## src/rtl/cr_clic_scan_pkg.sv

```systemverilog
`default_nettype none
// ============================================================================
// Module      : cr_clic_pkg
// Description : Shared types and constants for the CLIC interrupt scanner.
// Revision    : 1.0 - initial release
// ============================================================================
`ifndef CLIC_INTNUM
`define CLIC_INTNUM 80
`endif

package cr_clic_pkg;

    // Number of interrupt sources in the default CLIC build
    localparam int c_intnum_default = `CLIC_INTNUM;

    // Entries evaluated per scan cycle by default
    localparam int c_grp_default = 8;

    // Width of one clicintctl field
    localparam int c_ctlw = 8;

    // Scanner state encoding
    typedef enum logic [1:0] {
        IDLE = 2'b00,
        SCAN = 2'b01,
        HOLD = 2'b10
    } scan_state_e;

    // Number of scan cycles needed to cover all sources once
    function automatic int f_npass(input int intnum, input int grp);
        return (intnum + grp - 1) / grp;
    endfunction

endpackage
`default_nettype wire

```

## src/rtl/cr_clic_scan_if.sv

```systemverilog
`default_nettype none
// ============================================================================
// Module      : cr_clic_scan_if
// Description : Registered interrupt request / acknowledge handshake between
//               the CLIC scanner (master) and the core (slave).
// Revision    : 1.0 - initial release
// ============================================================================
interface cr_clic_scan_if #(
    parameter int IDW  = 7,
    parameter int CTLW = 8
);
    logic            scan_core_int_vld;
    logic [IDW-1:0]  scan_core_int_id;
    logic [CTLW-1:0] scan_core_int_lvl;
    logic            core_scan_int_ack;

    modport master (
        output scan_core_int_vld,
        output scan_core_int_id,
        output scan_core_int_lvl,
        input  core_scan_int_ack
    );

    modport slave (
        input  scan_core_int_vld,
        input  scan_core_int_id,
        input  scan_core_int_lvl,
        output core_scan_int_ack
    );
endinterface
`default_nettype wire

```

## src/rtl/cr_clic_scan_grp.sv

```systemverilog
`default_nettype none
// ============================================================================
// Module      : cr_clic_scan_grp
// Description : Combinational GRP-wide maximum finder. Picks the candidate
//               (ip & ie) with the highest CTL; ties go to the lowest index.
// Revision    : 1.0 - initial release
// ============================================================================
module cr_clic_scan_grp
    import cr_clic_pkg::*;
#(
    parameter int GRP  = c_grp_default,
    parameter int CTLW = c_ctlw,
    parameter int IDW  = 7
) (
    input  logic [GRP-1:0]      ip,
    input  logic [GRP-1:0]      ie,
    input  logic [GRP*CTLW-1:0] ctl,
    input  logic [IDW-1:0]      base,
    output logic                grp_vld,
    output logic [IDW-1:0]      grp_id,
    output logic [CTLW-1:0]     grp_lvl
);

    // Leaves are padded to a power of two so the tree is a full binary heap
    localparam int c_leaves = 1 << $clog2(GRP);

    logic [c_leaves-1:0]      w_cand_pad;
    logic [c_leaves*CTLW-1:0] w_ctl_pad;

    logic            w_nv  [2*c_leaves];
    logic [IDW-1:0]  w_nid [2*c_leaves];
    logic [CTLW-1:0] w_nl  [2*c_leaves];

    assign w_cand_pad = (c_leaves)'(ip & ie);
    assign w_ctl_pad  = (c_leaves*CTLW)'(ctl);

    // Heap-indexed comparator tree; the left child always holds lower indices,
    // so the right child only wins on a strictly greater level
    always_comb begin
        for (int n = 0; n < 2 * c_leaves; n++) begin
            w_nv[n]  = 1'b0;
            w_nid[n] = '0;
            w_nl[n]  = '0;
        end
        for (int k = 0; k < c_leaves; k++) begin
            w_nv[c_leaves + k]  = w_cand_pad[k];
            w_nid[c_leaves + k] = base + IDW'(k);
            w_nl[c_leaves + k]  = w_ctl_pad[k*CTLW +: CTLW];
        end
        for (int n = c_leaves - 1; n >= 1; n--) begin
            if (w_nv[2*n+1] && (!w_nv[2*n] || (w_nl[2*n+1] > w_nl[2*n]))) begin
                w_nv[n]  = 1'b1;
                w_nid[n] = w_nid[2*n+1];
                w_nl[n]  = w_nl[2*n+1];
            end else begin
                w_nv[n]  = w_nv[2*n];
                w_nid[n] = w_nid[2*n];
                w_nl[n]  = w_nl[2*n];
            end
        end
        grp_vld = w_nv[1];
        grp_id  = w_nid[1];
        grp_lvl = w_nl[1];
    end

endmodule
`default_nettype wire

```

## src/rtl/cr_clic_scan.sv

```systemverilog
`default_nettype none
// ============================================================================
// Module      : cr_clic_scan
// Description : Sequential CLIC interrupt-selection scheduler. Scans GRP kid
//               entries per cycle, keeps a running best, filters it against
//               mintthresh at end of pass and presents it to the core.
// Revision    : 1.0 - initial release
// ============================================================================
module cr_clic_scan
    import cr_clic_pkg::*;
#(
    parameter int INTNUM = c_intnum_default,
    parameter int GRP    = c_grp_default,
    parameter int CTLW   = c_ctlw,
    parameter int IDW    = $clog2(INTNUM)
) (
    input  logic                   forever_cpuclk,
    input  logic                   cpurst_b,
    input  logic [INTNUM-1:0]      kid_scan_ip_vec,
    input  logic [INTNUM-1:0]      kid_scan_ie_vec,
    input  logic [INTNUM*CTLW-1:0] kid_scan_ctl_vec,
    input  logic [CTLW-1:0]        ctrl_scan_mintthresh,
    input  logic                   busif_xx_write_vld,
    cr_clic_scan_if.master         core_if,
    output logic                   scan_busy
);

    localparam int c_npass    = f_npass(INTNUM, GRP);
    localparam int c_last_ptr = (c_npass - 1) * GRP;

    scan_state_e     r_state, w_state_nxt;
    logic [IDW-1:0]  r_ptr, w_ptr_nxt;
    logic            r_best_vld, w_best_vld_nxt;
    logic [IDW-1:0]  r_best_id, w_best_id_nxt;
    logic [CTLW-1:0] r_best_lvl, w_best_lvl_nxt;
    logic            r_int_vld, w_int_vld_nxt;
    logic [IDW-1:0]  r_int_id, w_int_id_nxt;
    logic [CTLW-1:0] r_int_lvl, w_int_lvl_nxt;
    logic            r_busy;

    logic [GRP-1:0]      w_grp_ip;
    logic [GRP-1:0]      w_grp_ie;
    logic [GRP*CTLW-1:0] w_grp_ctl;
    logic                w_grp_vld;
    logic [IDW-1:0]      w_grp_id;
    logic [CTLW-1:0]     w_grp_lvl;
    logic                w_mrg_vld;
    logic [IDW-1:0]      w_mrg_id;
    logic [CTLW-1:0]     w_mrg_lvl;
    logic                w_hold_pend;
    logic                w_last_grp;

    // Shifting the vectors down by ptr zero-fills indices past INTNUM, which
    // masks out the tail of the final group for free
    assign w_grp_ip  = GRP'(kid_scan_ip_vec >> r_ptr);
    assign w_grp_ie  = GRP'(kid_scan_ie_vec >> r_ptr);
    assign w_grp_ctl = (GRP*CTLW)'(kid_scan_ctl_vec >> (r_ptr * CTLW));

    // The presented entry must still be pending and enabled to stay in HOLD
    assign w_hold_pend = 1'((kid_scan_ip_vec & kid_scan_ie_vec) >> r_int_id);

    assign w_last_grp = (r_ptr == IDW'(c_last_ptr));

    cr_clic_scan_grp #(
        .GRP  (GRP),
        .CTLW (CTLW),
        .IDW  (IDW)
    ) u_grp (
        .ip      (w_grp_ip),
        .ie      (w_grp_ie),
        .ctl     (w_grp_ctl),
        .base    (r_ptr),
        .grp_vld (w_grp_vld),
        .grp_id  (w_grp_id),
        .grp_lvl (w_grp_lvl)
    );

    // State register
    always_ff @(posedge forever_cpuclk or negedge cpurst_b) begin
        if (!cpurst_b) begin
            r_state <= IDLE;
        end else begin
            r_state <= w_state_nxt;
        end
    end

    // Next-state, pointer, running-best and output-register update logic
    always_comb begin
        w_state_nxt    = r_state;
        w_ptr_nxt      = r_ptr;
        w_best_vld_nxt = r_best_vld;
        w_best_id_nxt  = r_best_id;
        w_best_lvl_nxt = r_best_lvl;
        w_int_vld_nxt  = r_int_vld;
        w_int_id_nxt   = r_int_id;
        w_int_lvl_nxt  = r_int_lvl;

        // Group winner only displaces the best on a strictly higher level,
        // so equal levels resolve to the earlier (lower) ID across the pass
        w_mrg_vld = r_best_vld;
        w_mrg_id  = r_best_id;
        w_mrg_lvl = r_best_lvl;
        if (w_grp_vld && (!r_best_vld || (w_grp_lvl > r_best_lvl))) begin
            w_mrg_vld = 1'b1;
            w_mrg_id  = w_grp_id;
            w_mrg_lvl = w_grp_lvl;
        end

        unique case (r_state)
            IDLE: begin
                w_state_nxt    = SCAN;
                w_ptr_nxt      = '0;
                w_best_vld_nxt = 1'b0;
                w_best_id_nxt  = '0;
                w_best_lvl_nxt = '0;
            end
            SCAN: begin
                if (busif_xx_write_vld || w_last_grp) begin
                    w_ptr_nxt      = '0;
                    w_best_vld_nxt = 1'b0;
                    w_best_id_nxt  = '0;
                    w_best_lvl_nxt = '0;
                    if (!busif_xx_write_vld && w_mrg_vld &&
                        (w_mrg_lvl > ctrl_scan_mintthresh)) begin
                        w_state_nxt   = HOLD;
                        w_int_vld_nxt = 1'b1;
                        w_int_id_nxt  = w_mrg_id;
                        w_int_lvl_nxt = w_mrg_lvl;
                    end
                end else begin
                    w_ptr_nxt      = r_ptr + IDW'(GRP);
                    w_best_vld_nxt = w_mrg_vld;
                    w_best_id_nxt  = w_mrg_id;
                    w_best_lvl_nxt = w_mrg_lvl;
                end
            end
            HOLD: begin
                if (core_if.core_scan_int_ack || busif_xx_write_vld || !w_hold_pend) begin
                    w_state_nxt    = SCAN;
                    w_int_vld_nxt  = 1'b0;
                    w_ptr_nxt      = '0;
                    w_best_vld_nxt = 1'b0;
                    w_best_id_nxt  = '0;
                    w_best_lvl_nxt = '0;
                end
            end
            default: begin
                w_state_nxt = IDLE;
            end
        endcase
    end

    // Datapath registers: pointer, running best, presented interrupt, busy flag
    always_ff @(posedge forever_cpuclk or negedge cpurst_b) begin
        if (!cpurst_b) begin
            r_ptr      <= '0;
            r_best_vld <= 1'b0;
            r_best_id  <= '0;
            r_best_lvl <= '0;
            r_int_vld  <= 1'b0;
            r_int_id   <= '0;
            r_int_lvl  <= '0;
            r_busy     <= 1'b0;
        end else begin
            r_ptr      <= w_ptr_nxt;
            r_best_vld <= w_best_vld_nxt;
            r_best_id  <= w_best_id_nxt;
            r_best_lvl <= w_best_lvl_nxt;
            r_int_vld  <= w_int_vld_nxt;
            r_int_id   <= w_int_id_nxt;
            r_int_lvl  <= w_int_lvl_nxt;
            r_busy     <= (w_state_nxt == SCAN);
        end
    end

    assign core_if.scan_core_int_vld = r_int_vld;
    assign core_if.scan_core_int_id  = r_int_id;
    assign core_if.scan_core_int_lvl = r_int_lvl;
    assign scan_busy                 = r_busy;

endmodule
`default_nettype wire
```

## src/flat_wrapper.sv

```systemverilog
// flat-port wrapper written by rule: the top's interface ports become plain ports
module cr_clic_scan_flat import cr_clic_pkg::*;
#(
    parameter int INTNUM = c_intnum_default,
    parameter int GRP    = c_grp_default,
    parameter int CTLW   = c_ctlw,
    parameter int IDW    = $clog2(INTNUM)
)
  (forever_cpuclk, cpurst_b, kid_scan_ip_vec, kid_scan_ie_vec, kid_scan_ctl_vec, ctrl_scan_mintthresh, busif_xx_write_vld, scan_busy, core_if_scan_core_int_vld, core_if_scan_core_int_id, core_if_scan_core_int_lvl, core_if_core_scan_int_ack);
  cr_clic_scan_if #(.IDW(IDW), .CTLW(CTLW)) core_if_i ();
  input  logic forever_cpuclk;
  input  logic cpurst_b;
  input  logic [INTNUM-1:0] kid_scan_ip_vec;
  input  logic [INTNUM-1:0] kid_scan_ie_vec;
  input  logic [INTNUM*CTLW-1:0] kid_scan_ctl_vec;
  input  logic [CTLW-1:0] ctrl_scan_mintthresh;
  input  logic busif_xx_write_vld;
  output logic scan_busy;
  output wire logic [$bits(core_if_i.scan_core_int_vld)-1:0] core_if_scan_core_int_vld;
  output wire logic [$bits(core_if_i.scan_core_int_id)-1:0] core_if_scan_core_int_id;
  output wire logic [$bits(core_if_i.scan_core_int_lvl)-1:0] core_if_scan_core_int_lvl;
  input wire logic [$bits(core_if_i.core_scan_int_ack)-1:0] core_if_core_scan_int_ack;
  assign core_if_scan_core_int_vld = core_if_i.scan_core_int_vld;
  assign core_if_scan_core_int_id = core_if_i.scan_core_int_id;
  assign core_if_scan_core_int_lvl = core_if_i.scan_core_int_lvl;
  assign core_if_i.core_scan_int_ack = core_if_core_scan_int_ack;
  cr_clic_scan #(.INTNUM(INTNUM), .GRP(GRP), .CTLW(CTLW), .IDW(IDW)) u_core (.forever_cpuclk(forever_cpuclk), .cpurst_b(cpurst_b), .kid_scan_ip_vec(kid_scan_ip_vec), .kid_scan_ie_vec(kid_scan_ie_vec), .kid_scan_ctl_vec(kid_scan_ctl_vec), .ctrl_scan_mintthresh(ctrl_scan_mintthresh), .busif_xx_write_vld(busif_xx_write_vld), .core_if(core_if_i), .scan_busy(scan_busy));
endmodule
```

## config.mk

```make
export PLATFORM = sky130hd
export DESIGN_NAME = cr_clic_scan_flat
export DESIGN_NICKNAME = d
export VERILOG_FILES = /design/src/rtl/cr_clic_scan_pkg.sv /design/src/rtl/cr_clic_scan_if.sv /design/src/rtl/cr_clic_scan_grp.sv /design/src/rtl/cr_clic_scan.sv /design/src/flat_wrapper.sv
export SDC_FILE = /design/constraint.sdc
export NUM_CORES = 1
export LEC_CHECK = 0
export ABC_AREA = 1
export CAP_MARGIN = 15
export CORE_AREA = 2 2 320 322
export CTS_CLUSTER_SIZE = 10
export DETAILED_ROUTE_END_ITERATION = 6
export DIE_AREA = 0 0 322 324
export SYNTH_ARGS = -nofsm -noshare
export SYNTH_HDL_FRONTEND = slang
export SYNTH_SLANG_ARGS = --single-unit
export TNS_END_PERCENT = 30
```

## constraint.sdc

```tcl
create_clock -name forever_cpuclk -period 11.54 [get_ports forever_cpuclk]
set_input_delay 1.154 -clock forever_cpuclk [delete_from_list [all_inputs] [get_ports forever_cpuclk]]
set_output_delay 1.154 -clock forever_cpuclk [all_outputs]
set_load 0.005 [all_outputs]
```

* Yosys cells after proc, flatten, opt, wreduce, memory -nomap -nowiden
Index checks and enable logic that the tools add are counted.
Word-level totals: register bits 42, input port bits 812, output and inout port bits 17, logic and storage cells 118
Operators by class: add/sub/neg operators 8, order comparisons 9, eq/ne operators 7, shift-type cells 4, multiplexer cells 42, bitwise operators 2, reductions and logical operators 37
Operators by type and width (number):
- 640-bit by 10-bit right shift with 64-bit output | 1
- 80-bit by 7-bit right shift with 8-bit output | 2
- 80-bit bitwise AND | 1
- 8-bit two-way mux | 10
- 80-bit by 7-bit right shift with 1-bit output | 1
- 7-bit two-way mux | 11
- 8-bit > comparator | 9
- 7-bit one-hot mux with 3 select lines | 2
- 7-bit by 3-bit adder with 7-bit output, second input constant | 4
- 8-bit one-hot mux with 3 select lines | 1
- 7-bit by 2-bit adder with 7-bit output, second input constant | 2
- 1-bit two-way mux | 12
- 1-bit logical OR | 11
- 1-bit logical AND | 10
- 1-bit logical NOT | 10
- 8-bit bitwise AND | 1
- 7-bit by 1-bit adder with 7-bit output, second input constant | 1
- 7-bit by 4-bit adder with 7-bit output, second input constant | 1
- 7-bit equality test, second input constant | 1
- 2-bit two-way mux | 3
- 2-bit by 1-bit inequality test with 1-bit output, second input constant | 3
- 2-bit one-hot mux with 3 select lines | 1
- 2-bit by 1-bit equality test with 1-bit output, second input constant | 2
- 4-bit AND reduction | 1
- 8 further kinds | 8

* Longest topological paths before layout
Gate-level depths: netlist of run 1.
depth after elaboration 24, gate-level depth with buffers 74, depth with buffers taken out 67

* Modules after synthesis
A second synthesis of run 1 with hierarchy kept.
Unflattened totals: cell total of the unflattened synthesis 2231, area total of the unflattened synthesis 13619.3 um^2
Modules (own cells, without submodules):
- cr_clic_scan | times used 1, cells an instance 1568, area an instance 9903.2 um^2
- cr_clic_scan_grp | times used 1, cells an instance 663, area an instance 3716.1 um^2

* Worst setup path after synthesis of run 1
No wires, ideal clock.
path kind input -> register, start input kid_scan_ctl_vec[639], end register u_core.r_int_id[0] (netlist: u_core.core_if.scan_core_int_id[0]), arrival 8.074 ns, setup slack 3.349 ns, cell stages on the path 62, path buffers 3, path through or2_2 -> o211ai_1 -> nand2_1 -> ha_1 -> a21oi_1 -> o21a_1 -> nand2_1 -> nand2_1 -> nand3_1 -> nand2_2 -> nand2_1 -> nand2_1 -> inv_1 -> ha_1 -> inv_1 -> nor2_1 -> nor2_1 -> o21ai_0 -> [26 not listed] -> a21oi_1 -> o21ai_0 -> nand2_2 -> inv_2 -> buf_4 -> nand3_1 -> and2_1 -> ha_1 -> a21oi_1 -> o21ai_0 -> nand2_1 -> a221oi_1 -> nand2_4 -> nor2_4 -> clkinv_2 -> buf_6 -> nand2_1 -> nand2_1
Between the ends: longest elaborated chain between the ends 20, elaborated cells between the ends (all ways) 56, classes of those cells 9 x order compare; 1 x shift; 24 x mux; 22 x reduce/logical
RTL lines:
- start: declaration | line flat_wrapper.sv:15 | input logic [INTNUM*CTLW-1:0] kid_scan_ctl_vec;
- 640-bit by 10-bit right shift with 64-bit output * | line cr_clic_scan.sv:57 | assign w_grp_ctl = (GRP*CTLW)'(kid_scan_ctl_vec >> (r_ptr * CTLW));
- 8-bit > comparator | line cr_clic_scan_grp.sv:51 | if (w_nv[2*n+1] && (!w_nv[2*n] || (w_nl[2*n+1] > w_nl[2*n]))) begin
- 1-bit logical OR | line cr_clic_scan_grp.sv:51
- 1-bit logical AND | line cr_clic_scan_grp.sv:51
- 8-bit two-way mux or 1-bit two-way mux (tied branches) | line cr_clic_scan_grp.sv:51
- 8-bit > comparator or 1-bit logical NOT (tied branches) | line cr_clic_scan_grp.sv:51
- 1-bit logical OR | line cr_clic_scan_grp.sv:51
- 1-bit logical AND | line cr_clic_scan_grp.sv:51
- [5 not listed]
- 8-bit > comparator | line cr_clic_scan.sv:103 | if (w_grp_vld && (!r_best_vld || (w_grp_lvl > r_best_lvl))) begin
- 1-bit logical OR | line cr_clic_scan.sv:103
- 1-bit logical AND | line cr_clic_scan.sv:103
- 8-bit two-way mux * | line cr_clic_scan.sv:103
- named net u_core.w_mrg_lvl[1] | line cr_clic_scan.sv:49 | logic [CTLW-1:0] w_mrg_lvl;
- 8-bit > comparator * | line cr_clic_scan.sv:124 | (w_mrg_lvl > ctrl_scan_mintthresh)) begin
- 1-bit logical AND * | line cr_clic_scan.sv:123 | if (!busif_xx_write_vld && w_mrg_vld &&
- 3-bit AND reduction (no line) *
- end signal: assignment | line cr_clic_scan.sv:170 | r_int_id <= w_int_id_nxt;
- end: declaration | line cr_clic_scan.sv:37 | logic [IDW-1:0] r_int_id, w_int_id_nxt;
The timed path passes the listed nets; every way through them passes the cells marked *. A chain may end at the register's enable or synchronous reset.

* Final worst setup path of run 1
start input kid_scan_ctl_vec[67], end register u_core.r_int_lvl[3] (netlist: u_core.core_if.scan_core_int_lvl[3])
Between the ends: longest elaborated chain between the ends 20, elaborated cells between the ends (all ways) 48, classes of those cells 9 x order compare; 1 x shift; 16 x mux; 22 x reduce/logical
RTL lines:
- 640-bit by 10-bit right shift with 64-bit output * | line cr_clic_scan.sv:57
- 8-bit > comparator | line cr_clic_scan_grp.sv:51
- 1-bit logical OR | line cr_clic_scan_grp.sv:51
- 1-bit logical AND | line cr_clic_scan_grp.sv:51
- 8-bit two-way mux or 1-bit two-way mux (tied branches) | line cr_clic_scan_grp.sv:51
- 8-bit > comparator or 1-bit logical NOT (tied branches) | line cr_clic_scan_grp.sv:51
- 1-bit logical OR | line cr_clic_scan_grp.sv:51
- 1-bit logical AND | line cr_clic_scan_grp.sv:51
- [5 not listed]
- 8-bit > comparator | line cr_clic_scan.sv:103
- 1-bit logical OR | line cr_clic_scan.sv:103
- 1-bit logical AND | line cr_clic_scan.sv:103
- 8-bit two-way mux * | line cr_clic_scan.sv:103
- named net u_core.w_mrg_lvl[1] | line cr_clic_scan.sv:49
- 8-bit > comparator * | line cr_clic_scan.sv:124
- 1-bit logical AND * | line cr_clic_scan.sv:123
- 3-bit AND reduction (no line) *
- end signal: assignment | line cr_clic_scan.sv:171 | r_int_lvl <= w_int_lvl_nxt;
- end: declaration | line cr_clic_scan.sv:38 | logic [CTLW-1:0] r_int_lvl, w_int_lvl_nxt;
Marked as above.

==> results of run 1 <==
-- synthesized netlist by cell type, drive strengths merged --
master,instances
a21oi,49
o211ai,112
nor2,405
a31oi,1
nand2,798
nand3,331
o31ai,6
nor3,3
o221ai,26
inv,196
clkinv,5
and2,23
nand4,7
a211oi,1
a221oi,1
ha,73
o21ai,317
clkbuf,45
or2,10
o311ai,3
o22ai,8
dfrtp,39
buf,136
xor2,2
a21boi,1
o21a,4
-- cell families (layout without fill, tap and decap cells) --
logic type,Yosys count,in the layout
AO/OA/AOI/OAI,529,529
AND/OR/NAND/NOR,1577,1578
other,0,13
adder cells (fa/ha/maj),73,73
XOR/XNOR,2,2
buffers and inverters,382,1079
flip-flops,39,39
-- metrics by stage --
| stage | hold WS (ps) | total power [mW] | utilization, % | area, µm² | instances |
|---|---|---|---|---|---|
| detailed placement | 459 | 5.63 | 22.4 | 22600 | 4594 |
| global route | 491 | 6.56 | 22.7 | 23000 | 4615 |
| global placement | 455 | 5.57 | 22.4 | 22600 | 4594 |
| finish | 473 | 5.87 | 22.7 | 23000 | 4622 |
| CTS | 474 | 5.82 | 22.6 | 22800 | 4602 |
| floorplan | 434 | 3.88 | - | 13500 | 2602 |
-- state kept, by name (all words and copies together) (netlist names) --
signal / flops
u_core.core_if.scan_core_int_vld: 1
u_core.r_ptr: 4
u_core.core_if.scan_core_int_lvl: 8
u_core.scan_busy: 1
u_core.core_if.scan_core_int_id: 7
u_core.r_state: 2
u_core.r_best_id: 7
u_core.r_best_vld: 1
u_core.r_best_lvl: 8
-- cell type report --
cell class	instances	area, µm²
diodes	13	32.5
clock buffers	6	139
clock inverters	2	35.0
fillers	11600	78000
inverters	201	788
multi-input cells	2182	10600
flip-flops and latches	39	987
well taps	1309	1640
repair buffers	870	8770
-- tightest hold or removal path, stage by stage, from the launching register on --
cell	delay [ps]
dfrtp_1	340
nand2_1	50
nand2_1	50
-- what timing repair did --
action | 4_1_cts | 5_1_grt
gates resized for setup | 0 | 9
setup buffers | 0 | 6
endpoints found under the setup margin | 0 | 19
-- how the worst max path moves through the flow --
stage / cells past startpoint / startpoint / slack [ps] / to
after floorplan: 62 / kid_scan_ctl_vec[639] / 3350 / u_core.core_if.scan_core_int_id[0]$_DFFE_PN0P_
after global placement: 60 / kid_scan_ctl_vec[464] / 560 / u_core.core_if.scan_core_int_lvl[0]$_DFFE_PN0P_
after detailed placement: 61 / kid_scan_ctl_vec[67] / 430 / u_core.core_if.scan_core_int_lvl[3]$_DFFE_PN0P_
after CTS: 61 / u_core.r_ptr[3]$_DFFE_PN0P_ / 400 / u_core.core_if.scan_core_int_lvl[1]$_DFFE_PN0P_
after global routing: 60 / u_core.r_ptr[4]$_DFFE_PN0P_ / 10 / u_core.core_if.scan_core_int_lvl[3]$_DFFE_PN0P_
final: 60 / kid_scan_ctl_vec[67] / 990 / u_core.core_if.scan_core_int_lvl[3]$_DFFE_PN0P_
-- power groups by stage --
stage               sequential (mW)  clock [mW]  combinational, mW
global placement              0.275           0               5.30
global route                  0.262       0.168               6.13
floorplan                     0.222           0               3.65
detailed placement            0.273           0               5.36
CTS                           0.271       0.163               5.38
finish                        0.256       0.162               5.45
-- routing by layer --
metal	up-vias	share of wire, %	track usage [%]	wire (µm)
li1	10000	-	-	-
met1	9403	40	23.4	43900
met2	1057	48	34.7	52200
met3	174	8.4	4.39	9140
met4	48	2.7	4.61	2950
met5	-	0.26	0	287
==> metrics, run 1 <==
switching power total=3.69 mW; final antenna-violating net count=0; Via density=about 4.5; maxcap violations=0; post-synthesis cell count=2602; WP data required=11700 ps; Synth Net Count=between 3000 and 4000; first-pass GRT wire length=roughly 140000 µm; CTS tree=done; Slew headroom=about a quarter; clock-pin slew on the worst setup and hold paths=approximately 60 ps; Hold Path End=u_core.r_best_id[3]$_DFFE_PN0P_; Final min period=roughly 11000 ps; fin worst setup slack=about 990 ps; FMAX=about 95 MHz; synthesis-to-finish area growth=70.4%; buffer and inverter count on the worst path=8; Post-Synth Adder-Cell Area=6.77%; Final nets=approximately 4200; Worst Reg-to-Reg Cells=60; final period utilization=between 90% and 100%; Final Hold Viols=0; Max Slew Vio Count=0; critical path endpoint category=register; Setup-failing EPs final=0; DP Wirelength=about 91000 µm; Rows=about 120; IO Pins=829; Placement Setup Slack=~430 ps; Yosys warnings=0; HP Start=u_core.r_best_id[3]$_DFFE_PN0P_; flop-to-flop setup slack=roughly 1100 ps; Seq/Total Area, Yosys=between 7 and 8%; Reg-to-Reg End=u_core.core_if.scan_core_int_lvl[3]$_DFFE_PN0P_; Crit path max-delay family=simple AND/OR/NAND/NOR gates; antenna violations before repair=53; largest family of logic cells by synthesized area=simple AND/OR/NAND/NOR gates; Startpoint Class=primary input; wire per inst=between 20 and 25 µm; CTS sink cnt=39; Mapped Area=~13000 µm²; First DRT Iteration DRCs=between 1500 and 2000; status=finished, final reports clean; Internal=between 2 and 2.5 mW; switching portion of total power=a little over three fifths; power per cell area=around 260 nW/µm²; slowest stage cell, crit path=o211ai_1; Port Buf Inserts=roughly 830; clk_lat worst skew=between 200 and 300 ps; maximum vdd drop=0.000207 V; Final Skew=roughly 9.1 ps; Synth Area in Compound Gates=between 20 and 25%; RD Place Congestion=0.974; largest net degree at the start of global routing=128; GR Overflow Total=0; WS Path Type=in -> reg; CTS buffer count=5; post-synth top area cell=nand2_1; DRT Pass-1 Iters=6; die area=~100000 µm²; mux share of post-synthesis cell area=0%; Worst Hold Depth=2; chip height=324 µm; final wirelength=about 110000 µm; htree depth=2; Die X=322 µm; cells taking the most area after synthesis=nand2_1 (22%), nand3_1 (12%), nor2_1 (11%); CP Data Arrival Time=between 10000 and 15000 ps; CP peak stage delay=~550 ps; fraction of layout instances using a drive strength above 1=3.88%; Mean Syn Cell Area=about 5.2 µm²; most frequent cells in the layout=clkdlybuf4s50_1 (827), nand2_1 (785), nor2_1 (401), nand3_1 (322), o21ai_0 (242); xor/xnor share of the synthesized area=0.130%; number of remaining DRC errors=0; total track usage=19.4%; FF+latch count, synth=39; most common cell after layout, fill and taps aside=clkdlybuf4s50_1; vias in the first global route=roughly 20000; via count=~21000; fraction of power consumed by sequential logic=around 4.4%; Root Driver=clkbuf_16; Yosys top cell area share=between 20% and 30%; RSZ-0062 raised after global routing=false; Least-Margin Pin Slew=1110 ps; Yosys cell types=44; hold buffers post-CTS=0; Post-Route Setup TNS=0 ps; Worst Hold Class=reg -> reg; worst reg2reg startpoint=u_core.r_ptr[4]$_DFFE_PN0P_; CORE AREA=101000 µm²; Crit path top cell by count=nand2_1; clock group share of total power=2.8%; Crit Path Max Fanout=18; Pleak=slightly below 10 nW; power share of the combinational group=about 93%; post-synthesis simple-gate area fraction=between 40 and 50%; Max Root-Sink Buffers=2; Initial Utilization=about an eighth
Power figures use the tool's default switching activity.
==> run 2, diff against run 1 <==
Settings changed: CORE_AREA 2 2 320 322 to 2 2 322 324, DIE_AREA 0 0 322 324 to 0 0 324 326, SYNTH_HIERARCHICAL from default to 1.
==> run 2 against run 1 <==
  * Cell area up 2.0%
  * Highest routed layer unchanged
  * Worst setup slack worse by 83 ps
  * Total power down 57%
  * Die area up 1.2%
  * Register-to-register slack worse by 90 ps
  * Clock-buffer cell count down 1
  * Clock power up 12%
  * Combinational power down 61%
==> metrics, run 2 <==
status=finished, final reports clean; EDFF count, synth=0; CTS tree=done; maxcap violations=0; Crit Path Max Fanout=23; Mean Syn Cell Area=6.10 µm²; RSZ-0062 raised after global routing=false; final antenna-violating net count=0; WP data required=about 12000 ps; wire per inst=~27 µm; Final Skew=about 7.3 ps; Port Buf Inserts=between 800 and 900; Worst Hold Depth=2; Post-Route Setup TNS=0 ps; RD Place Congestion=about 1; FFs w/ async S/R, synth=100%; IO Pins=~830; CTS sink cnt=39; largest family of logic cells by synthesized area=simple AND/OR/NAND/NOR gates; final wirelength=between 100000 and 150000 µm; first-pass GRT wire length=154000 µm; Die X=between 300 and 400 µm; Pleak=between 9 and 10 nW; Startpoint Class=primary input; htree depth=2; Worst Hold Class=reg -> reg; post-synthesis simple-gate area fraction=33.9%; CORE AREA=103000 µm²; largest net degree at the start of global routing=170; Synth Area in Compound Gates=27.2%; dpl cells=roughly 4300; clock-pin slew on the worst setup and hold paths=~60 ps; CP Data Arrival Time=about 11000 ps; final period utilization=between 90 and 100%; DRT Pass-1 Iters=6; Mapped Area=about 14000 µm²; Slew headroom=between 20% and 30%; Primary FF master, synth=dfrtp_1; CP peak stage delay=860 ps; Max Root-Sink Buffers=2; Post-DP Area=23100 µm²; post-synthesis cell count=between 2000 and 2500; most common cell after layout, fill and taps aside=clkdlybuf4s50_1; Yosys cell types=42; Setup-failing EPs final=0; critical path endpoint category=register; mux share of post-synthesis cell area=between 10% and 20%; Post-Synth Adder-Cell Area=about 7.5%; area occupied by registers=~1000 µm²; power per cell area=108 nW/µm²; Max Slew Vio Count=0; cell with the most instances after synthesis=nand2_1; WS Path Type=in -> reg; chip height=326 µm; Final Non-Filler Cells=about 4300; Yosys top cell area share=approximately an eighth; routed length on met1=a little over 50000 µm; maximum vdd drop=0.0000895 V; Final Hold Viols=0; Seq/Total Area, Yosys=7.17%; Initial Utilization=around an eighth; FF+latch count, synth=39; Final nets=between 3000 and 4000; top cells by instance count after synthesis=nand2_1 (392), nand3_1 (297), nor2_1 (273); Root Driver=clkbuf_16; most frequent cells in the layout=clkdlybuf4s50_1 (827), nand2_1 (391), nand3_1 (297), nor2_1 (272), o21ai_0 (213); DP Wirelength=approximately 100000 µm; xor/xnor share of the synthesized area=around 1.6%; clk_lat worst skew=approximately 290 ps; fraction of layout instances using a drive strength above 1=4.70%; Yosys warnings=6; Met2 Routed Length=approximately 56000 µm; via count=20000; hold buffers post-CTS=0; final instance area=between 20000 and 25000 µm²; Rows=~120; CTS buffer count=5; area occupied by multi-input gates=about 11000 µm²; Crit path top cell by count=nand2_1; total track usage=between 20% and 30%; met3 wire len=between 8000 and 9000 µm; filler cell count=between 10000 and 15000; slowest stage cell, crit path=o21ai_0; Least-Margin Pin Slew=1100 ps; post-synth top area cell=mux2i_1; Final min period=between 10000 and 15000 ps; Via density=around 4.6; FMAX=94.0 MHz; GR Overflow Total=0; cells taking the most area after synthesis=mux2i_1 (12%), nand3_1 (11%), nand2_1 (11%); Worst Reg-to-Reg Cells=54; antenna violations before repair=57; number of remaining DRC errors=0; uppermost layer routed=met5; First DRT Iteration DRCs=2131; synthesis-to-finish area growth=72.0%; die area=~110000 µm²; vias in the first global route=about 19000
-- run 2: final timing paths --
| kind | start | endpoint | slack [ps] |
|---|---|---|---|
| worst min register to register | u_core/core_if.scan_core_int_vld$_DFFE_PN0P_ | u_core/core_if.scan_core_int_vld$_DFFE_PN0P_ | 480 |
| min in group asynchronous | cpurst_b | u_core/r_state[1]$_DFF_PN0_ | 990 |
| max in group asynchronous | cpurst_b | u_core/r_ptr[3]$_DFFE_PN0P_ | 9880 |
| worst min-delay path | u_core/core_if.scan_core_int_vld$_DFFE_PN0P_ | u_core/core_if.scan_core_int_vld$_DFFE_PN0P_ | 480 |
| worst max-delay path | kid_scan_ctl_vec[427] | u_core/core_if.scan_core_int_id[1]$_DFFE_PN0P_ | 900 |
| worst max register to register | u_core/r_ptr[3]$_DFFE_PN0P_ | u_core/core_if.scan_core_int_id[1]$_DFFE_PN0P_ | 960 |
-- run 2: critical path, delay by kind of cell --
kind,cells,cell delay [ps]
buffers and inverters,4,1170
adders and majority gates,5,1650
and+or+nand+nor,32,4080
AOI/OAI and AO/OA,11,2720
-- run 2: area by class of cell --
class / instances / area share [%]
clock buffer: 5 / 0.534
timing repair buffer: 863 / 37.0
tap: 1380 / 7.37
multi-input combinational: 1887 / 48.0
sequential: 39 / 4.21
inverter: 137 / 2.27
clock inverter: 3 / 0.288
antenna: 28 / 0.299
-- run 2: power breakdown --
part	leakage [nW]	internal (mW)	total (mW)	switching (mW)
combinational	8.57	0.849	2.15	1.30
clock	0.0902	0.124	0.181	0.0569
sequential	0.474	0.164	0.193	0.0291
-- run 2: metrics by stage --
stage          setup slack, ps  hold slack (ps)  util (%)  total power [mW]
2_1_floorplan             3650              464         -              1.47
3_3_place_gp               628              471      22.5              2.31
3_5_place_dp               659              473      22.5              2.32
4_1_cts                    614              491      22.7              2.51
5_1_grt                   39.9              528      22.8              2.75
6_report                   905              483      22.8              2.52
-- run 2: routing by layer --
layer / up-vias / global-route usage, %
li1: 9364 / -
met1: 9556 / 27.0
met2: 950 / 34.9
met3: 138 / 4.42
met4: 26 / 6.37
met5: - / 0
-- run 2: kinds of logic after synthesis --
family | after synthesis
compound gates | 556
xor+xnor | 25
fa+ha+maj | 82
buf+inv | 323
flops | 39
mux | 160
other cells | 1
simple gates | 1045
-- run 2: timing repair --
| item | CTS | global route |
|---|---|---|
| resized for setup | 0 | 4 |
| setup endpoints to repair | 0 | 18 |
| buffers inserted | 0 | 1 |
==> run 3, diff against run 2 <==
Clock period 11.54 ns to 11.5 ns, I/O delays scaled along.
==> run 3 against run 2 <==
  * Via count increased by 0.34%
  * Critical endpoint is now u_core/core_if.scan_core_int_id[2]$_DFFE_PN0P_
  * Register-to-register slack improved by 60 ps
  * Sequential share of layout area about the same
  * Critical path type is now reg -> reg
  * Largest cell class unchanged
==> metrics, run 3 (synthesized netlist as in run 2, its figures left out) <==
Critical Path End=u_core/core_if.scan_core_int_id[2]$_DFFE_PN0P_; WP data required=~12000 ps; final antenna-violating net count=0; final core utilization=22.8%; flop-to-flop setup slack=about 1000 ps; antenna violations before repair=57; Worst Reg-to-Reg Cells=53; Initial Utilization=a little over an eighth; DP Wirelength=between 100000 and 150000 µm; maximum vdd drop=0.0000958 V; total track usage=between 20% and 30%; CP peak stage delay=around 760 ps; synthesis-to-finish area growth=71.8%; overall power=between 2 and 2.5 mW; Least-Margin Pin Slew=between 1000 and 1500 ps; Final nets=3837; Rows=118; clock-pin slew on the worst setup and hold paths=about 60 ps; Setup-failing EPs final=0; slowest stage cell, crit path=dfrtp_4; clk_lat worst skew=280 ps; via count=20100; Final Skew=6.13 ps; filler cell count=11500; worst reg2reg startpoint=u_core/r_ptr[3]$_DFFE_PN0P_; critical path endpoint category=register; Crit Path Max Fanout=slightly below 100; Worst Setup SP=u_core/r_ptr[3]$_DFFE_PN0P_; CTS buffer count=5; Root Driver=clkbuf_16; Startpoint Class=register; Die X=324 µm; CTS tree=done; DRT Pass-1 Iters=6; Reg-to-Reg End=u_core/core_if.scan_core_int_id[2]$_DFFE_PN0P_; Final Hold Viols=0; first-pass GRT wire length=roughly 160000 µm; Pleak=~9 nW; WS Path Type=reg -> reg; Max Root-Sink Buffers=2; htree depth=2; vias in the first global route=19000; CORE AREA=a little over 100000 µm²; Max Slew Vio Count=0; GR Overflow Total=0; IO Pins=roughly 830; status=finished, final reports clean; Slew headroom=about 27%; final period utilization=91.1%; RSZ-0062 raised after global routing=false; Final min period=between 10000 and 15000 ps; buffer and inverter count on the worst path=5; Crit path top cell by count=nand2_1; largest net degree at the start of global routing=between 100 and 150; wire per inst=27.3 µm; RD Place Congestion=0.967; First DRT Iteration DRCs=around 2400; most frequent cells in the layout=clkdlybuf4s50_1 (827), nand2_1 (391), nand3_1 (297), nor2_1 (273), o21ai_0 (214); CTS sink cnt=39; number of cells on the critical path=between 50 and 60; fraction of layout instances using a drive strength above 1=slightly below 5%; Post-Route Setup TNS=0 ps; Port Buf Inserts=approximately 830; Worst Hold Class=reg -> reg; maxcap violations=0; chip height=roughly 330 µm; power per cell area=approximately 110 nW/µm²; CP Data Arrival Time=10670 ps; final wirelength=119000 µm; FMAX=approximately 95 MHz; Via density=between 4 and 5; die area=around 110000 µm²; number of remaining DRC errors=0; Crit path max-delay family=simple AND/OR/NAND/NOR gates; most common cell after layout, fill and taps aside=clkdlybuf4s50_1
-- run 3: metal layers --
metal	GRT usage [%]	wire length (µm)
met4	6.20	2820
met1	27.9	51500
met3	3.72	8410
met5	0	160
met2	34.8	56000
-- run 3: metrics by stage --
stage                     worst slack [ps]  hold WS [ps]  area [µm²]  std cells
after global routing                   127           506       23400       4341
after global placement                 895           467       23200       4315
after detailed placement               840           474       23200       4315
after CTS                              791           490       23300       4323
final                                 1020           480       23400       4350
after floorplan                       3610           464       13700       2249
-- run 3: worst min path at each step --
stage                                                         start  depth (start not counted)                                              end
detailed placement     u_core/core_if.scan_core_int_vld$_DFFE_PN0P_                          2     u_core/core_if.scan_core_int_vld$_DFFE_PN0P_
global placement       u_core/core_if.scan_core_int_vld$_DFFE_PN0P_                          2     u_core/core_if.scan_core_int_vld$_DFFE_PN0P_
floorplan              u_core/core_if.scan_core_int_vld$_DFFE_PN0P_                          2     u_core/core_if.scan_core_int_vld$_DFFE_PN0P_
CTS                 u_core/core_if.scan_core_int_lvl[7]$_DFFE_PN0P_                          2  u_core/core_if.scan_core_int_lvl[7]$_DFFE_PN0P_
finish                 u_core/core_if.scan_core_int_vld$_DFFE_PN0P_                          2     u_core/core_if.scan_core_int_vld$_DFFE_PN0P_
global route        u_core/core_if.scan_core_int_lvl[7]$_DFFE_PN0P_                          2  u_core/core_if.scan_core_int_lvl[7]$_DFFE_PN0P_
-- run 3: timing repair --
action | in CTS | in global routing
buffers inserted | 0 | 1
hold buffers | 0 | 0
hold endpoints to repair | 0 | 0
setup endpoints to repair | 0 | 14
resized for setup | 0 | 1
-- run 3: tightest hold or removal path, stage by stage (launching register included) --
cell and delay [ps]:
dfrtp_1 350, nand2_1 60, nand2_1 50
-- run 3: final cells by class --
class	instances	area, µm²	share of cell area, %
Multi-Input combinational cell	1887	11200	48.1
Timing Repair Buffer	873	8710	37.2
Tap cell	1380	1730	7.38
Sequential cell	39	987	4.22
Inverter	137	531	2.27
Clock buffer	7	133	0.567
Antenna cell	26	65.1	0.278
Clock inverter	1	5.00	0.0214
-- run 3: power by group --
part	internal (mW)	switching, mW	total, mW	leakage [nW]
Combinational	0.844	1.30	2.14	8.61
Sequential	0.165	0.0292	0.194	0.474
Clock	0.0801	0.0517	0.132	0.0680
Total	1.09	1.38	2.47	9.16
